==> src/rtl/host_bus_pkg.sv <==
// Shared types and constants for the host bus interface.
// No logic; types only.
// Entry layout matches the write-queue output ordering {a0, dat}.
package host_bus_pkg;

    localparam int ENTRY_W = 9;
    localparam int TMO_W   = 8;

    typedef enum logic [1:0] {
        IDLE  = 2'd0,
        REQ   = 2'd1,
        WAIT  = 2'd2,
        DRIVE = 2'd3
    } rd_state_t;

    typedef struct packed {
        logic       a0;
        logic [7:0] dat;
    } wq_entry_t;

endpackage

==> src/rtl/host_bus_fifo.sv <==
// Synchronous FIFO with extra-bit pointers for full/empty.
// Latency: a pushed entry is visible at dout/!empty the cycle after the push.
// Backpressure: a push while full is dropped unless a pop happens the same cycle.
module host_bus_fifo #(
    parameter int WIDTH = 9,
    parameter int DEPTH = 4
) (
    input  logic             clk,
    input  logic             rst_x,
    input  logic             push,
    input  logic [WIDTH-1:0] din,
    input  logic             pop,
    output logic [WIDTH-1:0] dout,
    output logic             full,
    output logic             empty
);

    localparam int AW = $clog2(DEPTH);

    logic [AW:0]      wptr_q, wptr_d;
    logic [AW:0]      rptr_q, rptr_d;
    logic [WIDTH-1:0] mem_q [DEPTH];
    logic [WIDTH-1:0] mem_d [DEPTH];
    logic             do_push;
    logic             do_pop;

    assign empty   = (wptr_q == rptr_q);
    assign full    = (wptr_q[AW] != rptr_q[AW]) && (wptr_q[AW-1:0] == rptr_q[AW-1:0]);
    assign do_pop  = pop && !empty;
    // A pop frees the head slot in the same cycle, so a full FIFO can still take a push.
    assign do_push = push && (!full || do_pop);
    assign dout    = mem_q[rptr_q[AW-1:0]];

    always_comb begin
        mem_d  = mem_q;
        wptr_d = wptr_q;
        rptr_d = rptr_q;
        if (do_push) begin
            mem_d[wptr_q[AW-1:0]] = din;
            wptr_d                = wptr_q + 1'b1;
        end
        if (do_pop) begin
            rptr_d = rptr_q + 1'b1;
        end
    end

    always_ff @(posedge clk or negedge rst_x) begin
        if (!rst_x) begin
            wptr_q <= '0;
            rptr_q <= '0;
            for (int i = 0; i < DEPTH; i++) begin
                mem_q[i] <= '0;
            end
        end else begin
            wptr_q <= wptr_d;
            rptr_q <= rptr_d;
            mem_q  <= mem_d;
        end
    end

endmodule

==> src/rtl/host_bus_if.sv <==
// Asynchronous 8-bit host bus to core clock bridge: write queue plus read FSM.
// Latency: write entry visible 3 clk after wr_x rise is sampled; status read drives 3 clk after rd_x fall.
// Backpressure: core pops with wq_rdy; writes to a full queue are dropped and flagged on ovf.
module host_bus_if
    import host_bus_pkg::*;
#(
    parameter int FIFO_DEPTH = 4,
    parameter int RD_TIMEOUT = 15
) (
    input  logic       clk,
    input  logic       rst_x,
    input  logic       cs_x,
    input  logic       a0,
    input  logic       rd_x,
    input  logic       wr_x,
    input  logic [7:0] dat_i,
    output logic [7:0] dat_o,
    output logic       dat_oe,
    output logic       wq_vld,
    output logic       wq_a0,
    output logic [7:0] wq_dat,
    input  logic       wq_rdy,
    output logic       rd_req,
    input  logic       rd_vld,
    input  logic [7:0] rd_dat,
    input  logic [7:0] status,
    output logic       ovf,
    input  logic       ovf_clr
);

    localparam logic [TMO_W-1:0] TMO_LAST = TMO_W'(RD_TIMEOUT - 1);

    logic       cs_m_q, cs_s_q, a0_m_q, a0_s_q, rd_m_q, rd_s_q, wr_m_q, wr_s_q;
    logic [7:0] dat_m_q, dat_s_q;
    logic       cs_p_q, rd_p_q, wr_p_q;

    always_ff @(posedge clk or negedge rst_x) begin
        if (!rst_x) begin
            cs_m_q  <= 1'b1;
            cs_s_q  <= 1'b1;
            rd_m_q  <= 1'b1;
            rd_s_q  <= 1'b1;
            wr_m_q  <= 1'b1;
            wr_s_q  <= 1'b1;
            a0_m_q  <= 1'b0;
            a0_s_q  <= 1'b0;
            dat_m_q <= 8'h00;
            dat_s_q <= 8'h00;
            cs_p_q  <= 1'b1;
            rd_p_q  <= 1'b1;
            wr_p_q  <= 1'b1;
        end else begin
            cs_m_q  <= cs_x;
            cs_s_q  <= cs_m_q;
            rd_m_q  <= rd_x;
            rd_s_q  <= rd_m_q;
            wr_m_q  <= wr_x;
            wr_s_q  <= wr_m_q;
            a0_m_q  <= a0;
            a0_s_q  <= a0_m_q;
            dat_m_q <= dat_i;
            dat_s_q <= dat_m_q;
            cs_p_q  <= cs_s_q;
            rd_p_q  <= rd_s_q;
            wr_p_q  <= wr_s_q;
        end
    end

    // Edges are trusted only once the synchronisers and edge history hold real pin values,
    // so a strobe already low across reset release never looks like a fresh cycle.
    logic [2:0] boot_q, boot_d;
    logic       live;
    logic       wr_fall, wr_end, rd_fall;

    rd_state_t  state_q;
    wq_entry_t  cap_q, cap_d, push_dat_q, push_dat_d;
    logic       arm_q, arm_d, push_q, push_d, ovf_q, ovf_d;
    logic       rd_req_q, dat_oe_q;
    logic [7:0] dat_o_q;
    logic [TMO_W-1:0] tmo_q;

    wq_entry_t  head;
    logic       fifo_full, fifo_empty;

    assign live    = boot_q[2];
    assign wr_fall = live && wr_p_q && !wr_s_q && !cs_s_q;
    assign wr_end  = wr_s_q && !wr_p_q && !cs_p_q;
    assign rd_fall = live && rd_p_q && !rd_s_q && !cs_s_q && wr_s_q;

    always_comb begin
        boot_d = {boot_q[1:0], 1'b1};
        cap_d  = cap_q;
        if (!wr_s_q && !cs_s_q) begin
            cap_d = '{a0: a0_s_q, dat: dat_s_q};
        end
        arm_d = arm_q;
        if (wr_fall) begin
            arm_d = 1'b1;
        end
        if (wr_end || (cs_s_q && cs_p_q)) begin
            arm_d = 1'b0;
        end
        push_d     = wr_end && arm_q && (state_q == IDLE);
        push_dat_d = cap_q;
        ovf_d      = ovf_q;
        if (ovf_clr) begin
            ovf_d = 1'b0;
        end
        if (push_q && fifo_full && !wq_rdy) begin
            ovf_d = 1'b1;
        end
    end

    always_ff @(posedge clk or negedge rst_x) begin
        if (!rst_x) begin
            boot_q     <= 3'b000;
            cap_q      <= '0;
            arm_q      <= 1'b0;
            push_q     <= 1'b0;
            push_dat_q <= '0;
            ovf_q      <= 1'b0;
        end else begin
            boot_q     <= boot_d;
            cap_q      <= cap_d;
            arm_q      <= arm_d;
            push_q     <= push_d;
            push_dat_q <= push_dat_d;
            ovf_q      <= ovf_d;
        end
    end

    host_bus_fifo #(
        .WIDTH (ENTRY_W),
        .DEPTH (FIFO_DEPTH)
    ) u_fifo (
        .clk   (clk),
        .rst_x (rst_x),
        .push  (push_q),
        .din   (push_dat_q),
        .pop   (wq_rdy),
        .dout  (head),
        .full  (fifo_full),
        .empty (fifo_empty)
    );

    always_ff @(posedge clk or negedge rst_x) begin
        if (!rst_x) begin
            state_q  <= IDLE;
            rd_req_q <= 1'b0;
            dat_oe_q <= 1'b0;
            dat_o_q  <= 8'h00;
            tmo_q    <= '0;
        end else begin
            rd_req_q <= 1'b0;
            case (state_q)
                IDLE: begin
                    if (rd_fall) begin
                        if (a0_s_q) begin
                            state_q  <= DRIVE;
                            dat_o_q  <= status;
                            dat_oe_q <= 1'b1;
                        end else begin
                            state_q  <= REQ;
                            rd_req_q <= 1'b1;
                        end
                    end
                end
                REQ: begin
                    if (rd_s_q || cs_s_q) begin
                        state_q <= IDLE;
                    end else begin
                        state_q <= WAIT;
                        tmo_q   <= '0;
                    end
                end
                WAIT: begin
                    if (rd_s_q || cs_s_q) begin
                        state_q <= IDLE;
                    end else if (rd_vld) begin
                        state_q  <= DRIVE;
                        dat_o_q  <= rd_dat;
                        dat_oe_q <= 1'b1;
                    end else if (tmo_q == TMO_LAST) begin
                        state_q  <= DRIVE;
                        dat_o_q  <= 8'hFF;
                        dat_oe_q <= 1'b1;
                    end else begin
                        tmo_q <= tmo_q + 1'b1;
                    end
                end
                DRIVE: begin
                    if (rd_s_q || cs_s_q) begin
                        state_q  <= IDLE;
                        dat_oe_q <= 1'b0;
                    end
                end
                default: begin
                    state_q  <= IDLE;
                    dat_oe_q <= 1'b0;
                end
            endcase
        end
    end

    assign wq_vld = !fifo_empty;
    assign wq_a0  = head.a0;
    assign wq_dat = head.dat;
    assign rd_req = rd_req_q;
    assign dat_oe = dat_oe_q;
    assign dat_o  = dat_o_q;
    assign ovf    = ovf_q;

endmodule

==> config.mk <==
export PLATFORM = sky130hd
export DESIGN_NAME = host_bus_if
export DESIGN_NICKNAME = d
export VERILOG_FILES = /design/src/rtl/host_bus_pkg.sv /design/src/rtl/host_bus_fifo.sv /design/src/rtl/host_bus_if.sv
export SDC_FILE = /design/constraint.sdc
export NUM_CORES = 1
export LEC_CHECK = 0
export ABC_AREA = 0
export BUFFER_PORTS_ARGS = -buffer_cell sky130_fd_sc_hd__buf_2
export CORE_MARGIN = 5
export CORE_UTILIZATION = 60
export CTS_BUF_LIST = sky130_fd_sc_hd__clkbuf_4 sky130_fd_sc_hd__clkbuf_8
export CTS_CLUSTER_DIAMETER = 120
export DETAILED_ROUTE_END_ITERATION = 16
export PLACE_DENSITY = 0.82
export SLEW_MARGIN = 15
export SYNTH_ARGS = -nofsm -noshare
export SYNTH_HDL_FRONTEND = slang
export SYNTH_SLANG_ARGS = --single-unit
==> constraint.sdc <==
create_clock -name clk -period 3.1 [get_ports clk]
set_input_delay 0.62 -clock clk [delete_from_list [all_inputs] [get_ports clk]]
set_output_delay 0.62 -clock clk [all_outputs]
set_load 0.01 [all_outputs]
# After elaboration in Yosys (flattened, before gate mapping)
# Cells that the tools add are included.
[word_totals]
register_bits = 113
input_bits = 33
out_inout_bits = 21
word_cells = 135
[classes]
n_addsub = 3
magnitude_cmp = 3
eq_ne = 16
muxes = 39
bitwise = 2
n_reduce_logical = 40
[ops]
columns = ["operator", "count"]
rows = [
  ["two-way mux 8 bit", 9],
  ["bitwise mux 36 bit", 1],
  ["one-hot mux 8 bit (2 select lines)", 2],
  ["two-way mux 9 bit", 3],
  ["logical AND 1 bit", 19],
  ["binary-select mux 9 bit (select 2 bit)", 1],
  ["demux 9 bit (select 2 bit)", 1],
  ["two-way mux 2 bit", 7],
  ["inequality test 2 bit (second input constant)", 7],
  ["two-way mux 1 bit", 13],
  ["AND reduction 5 bit", 2],
  ["adder 8 x 1 -> 8 bit (second input constant)", 1],
  ["equality test 8 x 4 -> 1 bit (second input constant)", 1],
  ["logical NOT 1 bit", 8],
  ["one-hot mux 2 bit (4 select lines)", 1],
  ["nonzero test 2 bit", 4],
  ["adder 3 x 1 -> 3 bit (second input constant)", 2],
  [">= comparator 3 bit (second input constant)", 2],
  ["NOT 2 -> 3 bit", 2],
  ["AND reduction 6 bit", 1],
  ["equality test 2 bit (second input constant)", 2],
  ["inequality test 4 bit (second input constant)", 1],
  ["equality test 3 bit", 1],
  ["logical OR 1 bit", 3],
  ["other kinds (9)", 9],
]

# Depth between registers and ports, before layout
# Gate-level depths: netlist of the first run.
[depth]
ltp_word = 6
depth_mapped = 6
depth_no_buf = 5

# Cells and area by module
# Synthesis of the first run repeated with hierarchy kept, for this count alone.
[hier_totals]
hier_cells = 319
hier_area_um2 = 4631.9
[modules_own_cells]
columns = ["mod", "instances", "cells_per_inst", "area_each_um2", "seq_area_each_um2"]
rows = [
  ["host_bus_if", 1, 192, 2568.7, 1788.0],
  ["host_bus_fifo", 1, 127, 2063.2, 1051.0],
]

# Worst setup path after synthesis of the first run
# Ideal clock, no wire load.
[synth_timing]
path_type = "register -> output"
from = "reg u_fifo.rptr_q[0]"
to = "out wq_a0"
arrival_ns = 1.215
t_required_ns = 2.480
path_slack_ns = 1.265
stages_incl_launch_ff = 3
n_path_buf = 1
path_cell_list = "dfrtp_1 buf_2 mux4_2"
[synth_via]
elab_chain_cells = 4
[synth_lines]
columns = ["element", "line", "text"]
rows = [
  ["start: declaration", "host_bus_fifo.sv:21", "logic [AW:0] rptr_q, rptr_d;"],
  ["start signal: assignment", "host_bus_fifo.sv:56", "rptr_q <= rptr_d;"],
  ["NOT 2 -> 3 bit (implied by the code)", "host_bus_fifo.sv:32", "assign dout = mem_q[rptr_q[AW-1:0]];"],
  ["binary-select mux 9 bit (select 2 bit)", "host_bus_fifo.sv:32", ""],
  ["two-way mux 9 bit (implied by the code) (2 in a row)", "host_bus_fifo.sv:32", ""],
  ["end: declaration", "host_bus_if.sv:20", "output logic wq_a0,"],
]
# Every way passes these cells. The select of a mux whose other input is x is not followed.

# Worst setup path in the final report of the first run
[layout_timing]
from = "reg u_fifo.rptr_q[0]"
to = "out wq_dat[7]"
[layout_via]
elab_chain_cells = 4
[layout_lines]
columns = ["element", "line", "text"]
rows = [
  ["NOT 2 -> 3 bit (implied by the code)", "host_bus_fifo.sv:32", ""],
  ["binary-select mux 9 bit (select 2 bit)", "host_bus_fifo.sv:32", ""],
  ["two-way mux 9 bit (implied by the code) (2 in a row)", "host_bus_fifo.sv:32", ""],
  ["end: declaration", "host_bus_if.sv:21", "output logic [7:0] wq_dat,"],
]
# Every way passes these cells. The select of a mux whose other input is x is not followed.

==> results.ini, run 1 <==
[power_and_ir_drop]
p_sw_uw = 998
ir_worst_vdd_uv = 354
clkPwrFrac = 0.363
total_power_mw = 3.86
leakage_nw = 2.47
power_frac_comb = 0.152
power_frac_seq = 0.484
p_int_mw = 2.86
powerDensity_nw_per_um2 = 740
p_sw_frac = 0.259

[place]
placed_cells = 441
port_buffers = 53
place_congestion = 0.814
dp_hpwl_um = 5100

[floorplanning]
io_pins = 54
dieArea_um2 = 9170
die_width_um = 95.8
design.core.area_um2 = 7210
die_h_um = 95.8
initial_core_util = 0.612
placement_rows = 31

[setup_path]
crit_type = register to primary output
required_ps = 2480
cp_slowest_stage_delay_ps = 780
crit_arrival_ps = 1950
cp-start-kind = register
critPathSlowestCell = dfrtp_1
critPathBufInv = 1
worstSetupEndpointType = primary output
critPathMaxFanout = 12
crit_chain = mux4_2 > buf_2
cp_top_family = flip-flops

[timing]
setup_viol = 0
tightestPinTransition_ps = 731
finalCriticalPeriod_ps = 2570
maxSlewViolCount = 0
slew_headroom = 0.511
rsz0062_at_grt = no
fin_crit_sh = 0.830
fin_tns_setup_ps = 0
clock.fmax_ghz = 0.389
whs_ps = 211
final-hold-violation-count = 0
finClkSkew_ps = 12.9

[cells_and_area]
diodes = 0
fin_nets = 401
layout-drive-gt1-share = 0.447
area_growth_pct = 18.1
final_common_cell = dfrtp_1
utilization = 0.723
layout_common_cells = 104 x dfrtp_1, 52 x buf_2, 44 x mux2_2
fillers = 498
fin_cells = 473

[synth]
synth_area_um2 = 4410
synth_area_leaders = dfrtp_1 59%, mux2_2 11%, dfstp_2 5.4%
syn_nets = 333
synth-seq-cells = 113
synthArstFlopShare = 1.00
yosys.area.top_type = dfrtp_1
yosysTopAreaCellShare = 0.590
synth_ff_type = dfrtp_1
ys_seq_area_frac = 0.643
syn_area_per_cell_um2 = 15.1
synth_edf_count = 0
yosys_warnings = 0
netlist-cell-type-count = 45
synthCells = 293

[clocking]
cts_hold_buf = 0
cts_tree = built
cts_root_buf = clkbuf_8
clock_path_buffers = 2
insertion_delay_ps = 420
postCtsSetupBuffers = 0
cts_made_buffers = 17
cts_num_sinks = 113
clk_pin_slew_ps = 60
ctsResizeCount = 0
cts_max_level = 4

[route]
ant_nets = 0
drt-pass1-iter-count = 5
wl_per_cell_um = 16.2
vias = 2553
drc = 0
routed_via_density = 5.40
wirelength_um = 7650
dr.first_iter.drc_count = 98

[grt]
overflow = 0
grt_pass1_wl_um = 12700
grt_usage = 0.190
grt_max_degree = 68
grt_pass1_vias = 2619
antenna_found_initial = 0

[worst_hold_path]
hold_class = input port to async pin

[run_status]
status = finished clean

[job]
maxCapViolCount = 0

-- metal layers --
metal / up-vias / global-route usage / part of all wire
li1: 1195 / - / -
met1: 1300 / 0.240 / 0.43
met2: 51 / 0.297 / 0.52
met3: 7 / 0.0625 / 0.036
met4: 0 / 0.0900 / 0.013
met5: - / 0 / 0
-- worst reg2reg max path: stages, from the launching register on --
cell     delay [ps]
dfrtp_1         780
xnor2_1         260
a41oi_4         400
nand2_2         260
mux2_1          390
-- worst paths after layout --
path / start / endpoint / slack, ps / depth (start not counted)
worst min-delay path: rst_x / dat_m_q[6] / 210 / 1
max in group asynchronous: rst_x / u_fifo.wptr_q[1] / 2150 / 2
worst min register to register: dat_m_q[0] / dat_s_q[0] / 350 / 0
min in group clk: wr_x / wr_m_q / 300 / 1
worst max register to register: u_fifo.rptr_q[0] / u_fifo.mem_q[12] / 880 / 4
worst max-delay path: u_fifo.rptr_q[0] / wq_dat[7] / 530 / 2
-- power by group through the flow --
stage          Clock, mW  Combinational, mW  Sequential (mW)
3_5_place_dp           0              0.590             1.90
2_1_floorplan          0              0.457             1.81
5_1_grt             1.51              0.647             1.90
3_3_place_gp           0              0.567             1.88
6_report            1.40              0.587             1.87
4_1_cts             1.44              0.596             1.87
-- kinds of logic (layout without fill, tap and decap cells) --
family / after synthesis / count (layout) / synth area share
AO/OA/AOI/OAI: 35 / 35 / 0.0618
XOR/XNOR: 8 / 8 / 0.0159
adder cells (fa/ha/maj): 7 / 7 / 0.0198
buffers and inverters: 19 / 100 / 0.0184
flip-flops: 113 / 113 / 0.643
multiplexers: 57 / 57 / 0.168
other: 1 / 1 / 0.000850
AND/OR/NAND/NOR: 53 / 53 / 0.0723
-- layout make-up --
| type | instances | area [um^2] | area share |
|---|---|---|---|
| Sequential cell | 113 | 2840 | 0.544 |
| Multi-Input combinational cell | 161 | 1490 | 0.286 |
| Timing Repair Buffer | 54 | 288 | 0.0552 |
| Clock buffer | 22 | 284 | 0.0545 |
| Clock inverter | 10 | 134 | 0.0257 |
| Tap cell | 99 | 124 | 0.0238 |
| Inverter | 14 | 52.6 | 0.0101 |
-- state kept, by name, summed over array words and instances (netlist names), 2 cells and up --
name and cells:
u_fifo.mem_q 36, boot_q 3, u_fifo.wptr_q 3, state_q 2, tmo_q 8, cap_q 9
push_dat_q 9, dat_s_q 8, dat_m_q 8, u_fifo.rptr_q 3, dat_o 8
-- cells in the mapped netlist (all sizes together), types with 2 or more instances --
cell / count
and2: 3
a21oi: 10
nand3b: 2
ha: 7
nor2: 6
clkbuf: 2
inv: 14
o21ai: 4
and4: 2
buf: 3
dfrtp: 104
xnor2: 7
nand2b: 2
mux4: 9
nand3: 8
o22ai: 10
o211ai: 4
dfstp: 9
nand2: 15
mux2i: 2
nand4: 4
mux2: 46
nor2b: 3
-- stage by stage --
step | instance area [um^2] | worst slack (ps)
2_1_floorplan | 4410 | 1260
3_3_place_gp | 4800 | 902
3_5_place_dp | 4800 | 804
4_1_cts | 5220 | 443
5_1_grt | 5220 | 352
6_report | 5220 | 526
No activity file was read; power rests on OpenSTA's default activity.
==> run 2: changes to the inputs <==
Clock period 3.1 ns to 2.5 ns, I/O delays scaled along.
==> results.ini, run 2 (same netlist as run 1, synthesis figures left out) <==
[run_status]
status = finished clean

[setup_path]
worstSetupEndpointType = primary output
required_ps = 2000
critPathMaxFanout = 5
crit_arrival_ps = 1720
crit_type = register to primary output
cp_slowest_stage_delay_ps = 380
critPathSlowestCell = dfrtp_1
crit_chain = buf_4 > xnor2_1 > nand3b_1 > buf_2
cp-start-kind = register
critPathBufInv = 2
cp_top_family = flip-flops

[floorplanning]
initial_core_util = 0.612
die_width_um = 95.8
dieArea_um2 = 9170
placement_rows = 31
design.core.area_um2 = 7210
io_pins = 54
die_h_um = 95.8

[cells_and_area]
layout-drive-gt1-share = 0.452
multi_input_area_um2 = 1490
seqCellArea_um2 = 2840
layout_common_cells = 104 x dfrtp_1, 52 x buf_2, 44 x mux2_2
largest_reg_flops = 36
final_common_cell = dfrtp_1
diodes = 0
fin_nets = 405
utilization = 0.723
area_growth_pct = 18.2
fillers = 477
top_register = u_fifo.mem_q
top_regs = u_fifo.mem_q x36, cap_q x9, push_dat_q x9

[clocking]
cts_max_level = 4
clock_path_buffers = 2
cts_num_sinks = 113
clk_pin_slew_ps = 70
ctsResizeCount = 0
cts_tree = built
cts_made_buffers = 17
postCtsSetupBuffers = 0
insertion_delay_ps = 420
cts_hold_buf = 0
cts_root_buf = clkbuf_8

[power_and_ir_drop]
leakage_nw = 2.47
ir_worst_vdd_uv = 663
powerDensity_nw_per_um2 = 905

[timing]
rsz0062_at_grt = no
fin_tns_setup_ps = 0
tightestPinTransition_ps = 697
final-hold-violation-count = 0
fin_crit_sh = 0.886
maxSlewViolCount = 0
clock.fmax_ghz = 0.451
timing.final.ws_setup_ps = 284
setup_viol = 0
finalCriticalPeriod_ps = 2220
finClkSkew_ps = 9.21
slew_headroom = 0.533

[worst_hold_path]
hold_class = input port to async pin

[grt]
grt_usage = 0.196
grt_max_degree = 56
grt_pass1_vias = 2731
antenna_found_initial = 0
overflow = 0
grt_pass1_wl_um = 13200

[job]
maxCapViolCount = 0

[route]
dr.first_iter.drc_count = 111
vias = 2561
drc = 0
routed_via_density = 5.37
wirelength_um = 7940
drt-pass1-iter-count = 4
wl_per_cell_um = 16.7
ant_nets = 0

[place]
dp_hpwl_um = 5360
pre_cts_ws_ps = 551
place_congestion = 0.792
port_buffers = 53

==> run 2: changes by cell type in the layout (fill, tap and decap cells not counted) <==
cell,delta
clkinv_2,-3
clkinv_4,+5
buf_4,+4
bufinv_16,-2
clkbuf_4,-3
inv_6,+3
==> run 2: worst register-to-register path, cell delays in order, from the launching register on <==
cell     delay [ps]
dfrtp_1         380
buf_4           170
xnor2_1         370
a41oi_4         270
nand2_2         310
mux2_2          370
==> run 2: layer usage <==
metal / share of wire / vias to the layer above / global-route usage
met5: 0 / - / 0
met4: 0.0060 / 0 / 0.0735
met3: 0.039 / 4 / 0.0696
met2: 0.53 / 44 / 0.316
met1: 0.43 / 1312 / 0.245
li1: - / 1201 / -
==> run 2: stage by stage <==
stage | total power, mW | cell area, um^2 | instances | hold slack, ps
after floorplan | 2.81 | 4410 | 293 | 204
after CTS | 4.77 | 5220 | 477 | 66.7
after detailed placement | 3.14 | 4830 | 445 | 335
after global placement | 3.08 | 4830 | 445 | 332
final | 4.72 | 5220 | 477 | 68.5
after global routing | 4.97 | 5220 | 477 | 92.2
==> run 2: area by class of cell <==
class                           count  area share
Tap cell                           99      0.0237
Clock inverter                     13      0.0247
Timing Repair Buffer               58      0.0609
Clock buffer                       19      0.0501
Inverter                           14      0.0101
Sequential cell                   113       0.544
Multi-Input combinational cell    161       0.286
==> run 2: worst paths after layout <==
check	start	to	slack, ps	cells after the start
setup / recovery	u_fifo.rptr_q[0]	wq_vld	280	4
hold / removal	rst_x	dat_m_q[3]	70	1
setup reg to reg	u_fifo.rptr_q[0]	u_fifo.mem_q[16]	520	5
hold reg to reg	dat_m_q[3]	dat_s_q[3]	350	0
max in group asynchronous	rst_x	u_fifo.rptr_q[0]	1750	2
min in group clk	wr_x	wr_m_q	170	1
==> run 2: power by group <==
group	switching [mW]	internal (mW)
combinational	0.424	0.433
sequential	0.161	2.08
clock	0.772	0.853
total	1.36	3.36
==> run 3: changes to the inputs <==
Settings changed: PLACE_DENSITY 0.82 to not set, PLACE_DENSITY_LB_ADDON set to 0.1.
==> results.ini, run 3 (same netlist as run 1, synthesis figures left out) <==
[clocking]
postCtsSetupBuffers = 0
cts_num_sinks = 113
cts_hold_buf = 0
clk_pin_slew_ps = 80
ctsResizeCount = 0
cts_tree = built
cts_root_buf = clkbuf_8
cts_made_buffers = 17
clock_path_buffers = 2
insertion_delay_ps = 420
cts_max_level = 4

[setup_path]
cp-start-kind = register
crit_arrival_ps = 1670
cp_top_family = multiplexers
critPathMaxFanout = 7
critPathBufInv = 2
crit_type = register to primary output
crit_chain = buf_4 > mux4_2 > buf_2
worstSetupEndpointType = primary output
critPathSlowestCell = mux4_2
cp_slowest_stage_delay_ps = 540
required_ps = 2000

[cells_and_area]
layout_common_cells = 104 x dfrtp_1, 52 x buf_2, 44 x mux2_2
largest_reg_flops = 36
final_common_cell = dfrtp_1
top_register = u_fifo.mem_q
area_growth_pct = 17.8
diodes = 0
fillers = 497
stdcell_area_um2 = 5200
fin_nets = 405
layout-drive-gt1-share = 0.452
top_regs = u_fifo.mem_q x36, cap_q x9, push_dat_q x9
fin_cells = 477

[place]
placed_cells = 445
place_congestion = 0.767
port_buffers = 53
pre_cts_ws_ps = 567
dp_hpwl_um = 4930
post_dp_cell_area_um2 = 4830

[power_and_ir_drop]
powerDensity_nw_per_um2 = 892
ir_worst_vdd_uv = 697
leakage_nw = 2.47

[floorplanning]
die_width_um = 95.8
placement_rows = 31
dieArea_um2 = 9170
io_pins = 54
design.core.area_um2 = 7210
die_h_um = 95.8
initial_core_util = 0.612

[timing]
finalCriticalPeriod_ps = 2170
maxSlewViolCount = 0
clock.fmax_ghz = 0.462
fin_tns_setup_ps = 0
setup_viol = 0
slew_headroom = 0.546
fin_crit_sh = 0.867
timing.final.ws_setup_ps = 333
finClkSkew_ps = 10.8
final-hold-violation-count = 0
rsz0062_at_grt = no
tightestPinTransition_ps = 678

[grt]
grt_pass1_wl_um = 12400
overflow = 0
antenna_found_initial = 0
grt_usage = 0.179
grt_pass1_vias = 2616
grt_max_degree = 53

[route]
vias = 2517
wl_per_cell_um = 14.8
ant_nets = 0
dr.first_iter.drc_count = 128
drc = 0
routed_via_density = 5.28
wirelength_um = 7070
drt-pass1-iter-count = 4

[worst_hold_path]
hold_class = input port to async pin

[run_status]
status = finished clean

[job]
maxCapViolCount = 0

-- run 3: cell count changes in the layout (fill, tap and decap cells not counted) --
cell | previous run | this run
inv_8 | 0 | 5
clkinv_4 | 6 | 2
inv_6 | 3 | 6
clkbuf_8 | 19 | 17
bufinv_16 | 1 | 0
clkinvlp_4 | 2 | 1
-- run 3: worst register-to-register path, stage by stage (launching register included) --
cell,delay [ps]
dfrtp_1,390
buf_4,180
xnor2_1,320
a41oi_4,240
nand2_2,320
mux2_2,380
-- run 3: where the power goes --
part | switching, mW | internal, mW | total (mW)
Combinational | 0.401 | 0.432 | 0.833
Sequential | 0.154 | 2.08 | 2.23
Clock | 0.840 | 0.737 | 1.58
-- run 3: layer usage --
metal  track usage  part of all wire  vias to the layer above
met3        0.0524             0.046                        6
met4        0.0723            0.0081                        0
met2         0.268              0.48                       47
met5             0                 0                        -
met1         0.247              0.46                     1256
li1              -                 -                     1208
-- run 3: path summary, 6_finish.rpt --
kind                       slack, ps  cells after the start        startpoint          endpoint
hold / removal                    20                      1             rst_x  u_fifo.mem_q[20]
min in group clk                 170                      1              rd_x            rd_m_q
hold reg to reg                  350                      0        dat_m_q[5]        dat_s_q[5]
setup reg to reg                 560                      5  u_fifo.rptr_q[0]   u_fifo.mem_q[4]
setup / recovery                 330                      3  u_fifo.rptr_q[0]         wq_dat[6]
max in group asynchronous       1690                      2             rst_x            cs_p_q
-- run 3: final cells by class --
cell class	count	area (um^2)	share of cell area
multi-input combinational	161	1490	0.287
inverter	14	52.6	0.0101
tap	99	124	0.0238
timing repair buffer	58	318	0.0611
sequential	113	2840	0.546
clock inverter	15	139	0.0267
clock buffer	17	234	0.0450
-- run 3: through the flow --
stage                util  hold WS (ps)  total power, mW
floorplan               -           204             2.81
global route        0.721          30.5             4.92
detailed placement  0.669           335             3.11
CTS                 0.721          9.32             4.71
finish              0.721          19.6             4.64
global placement    0.669           331             3.09
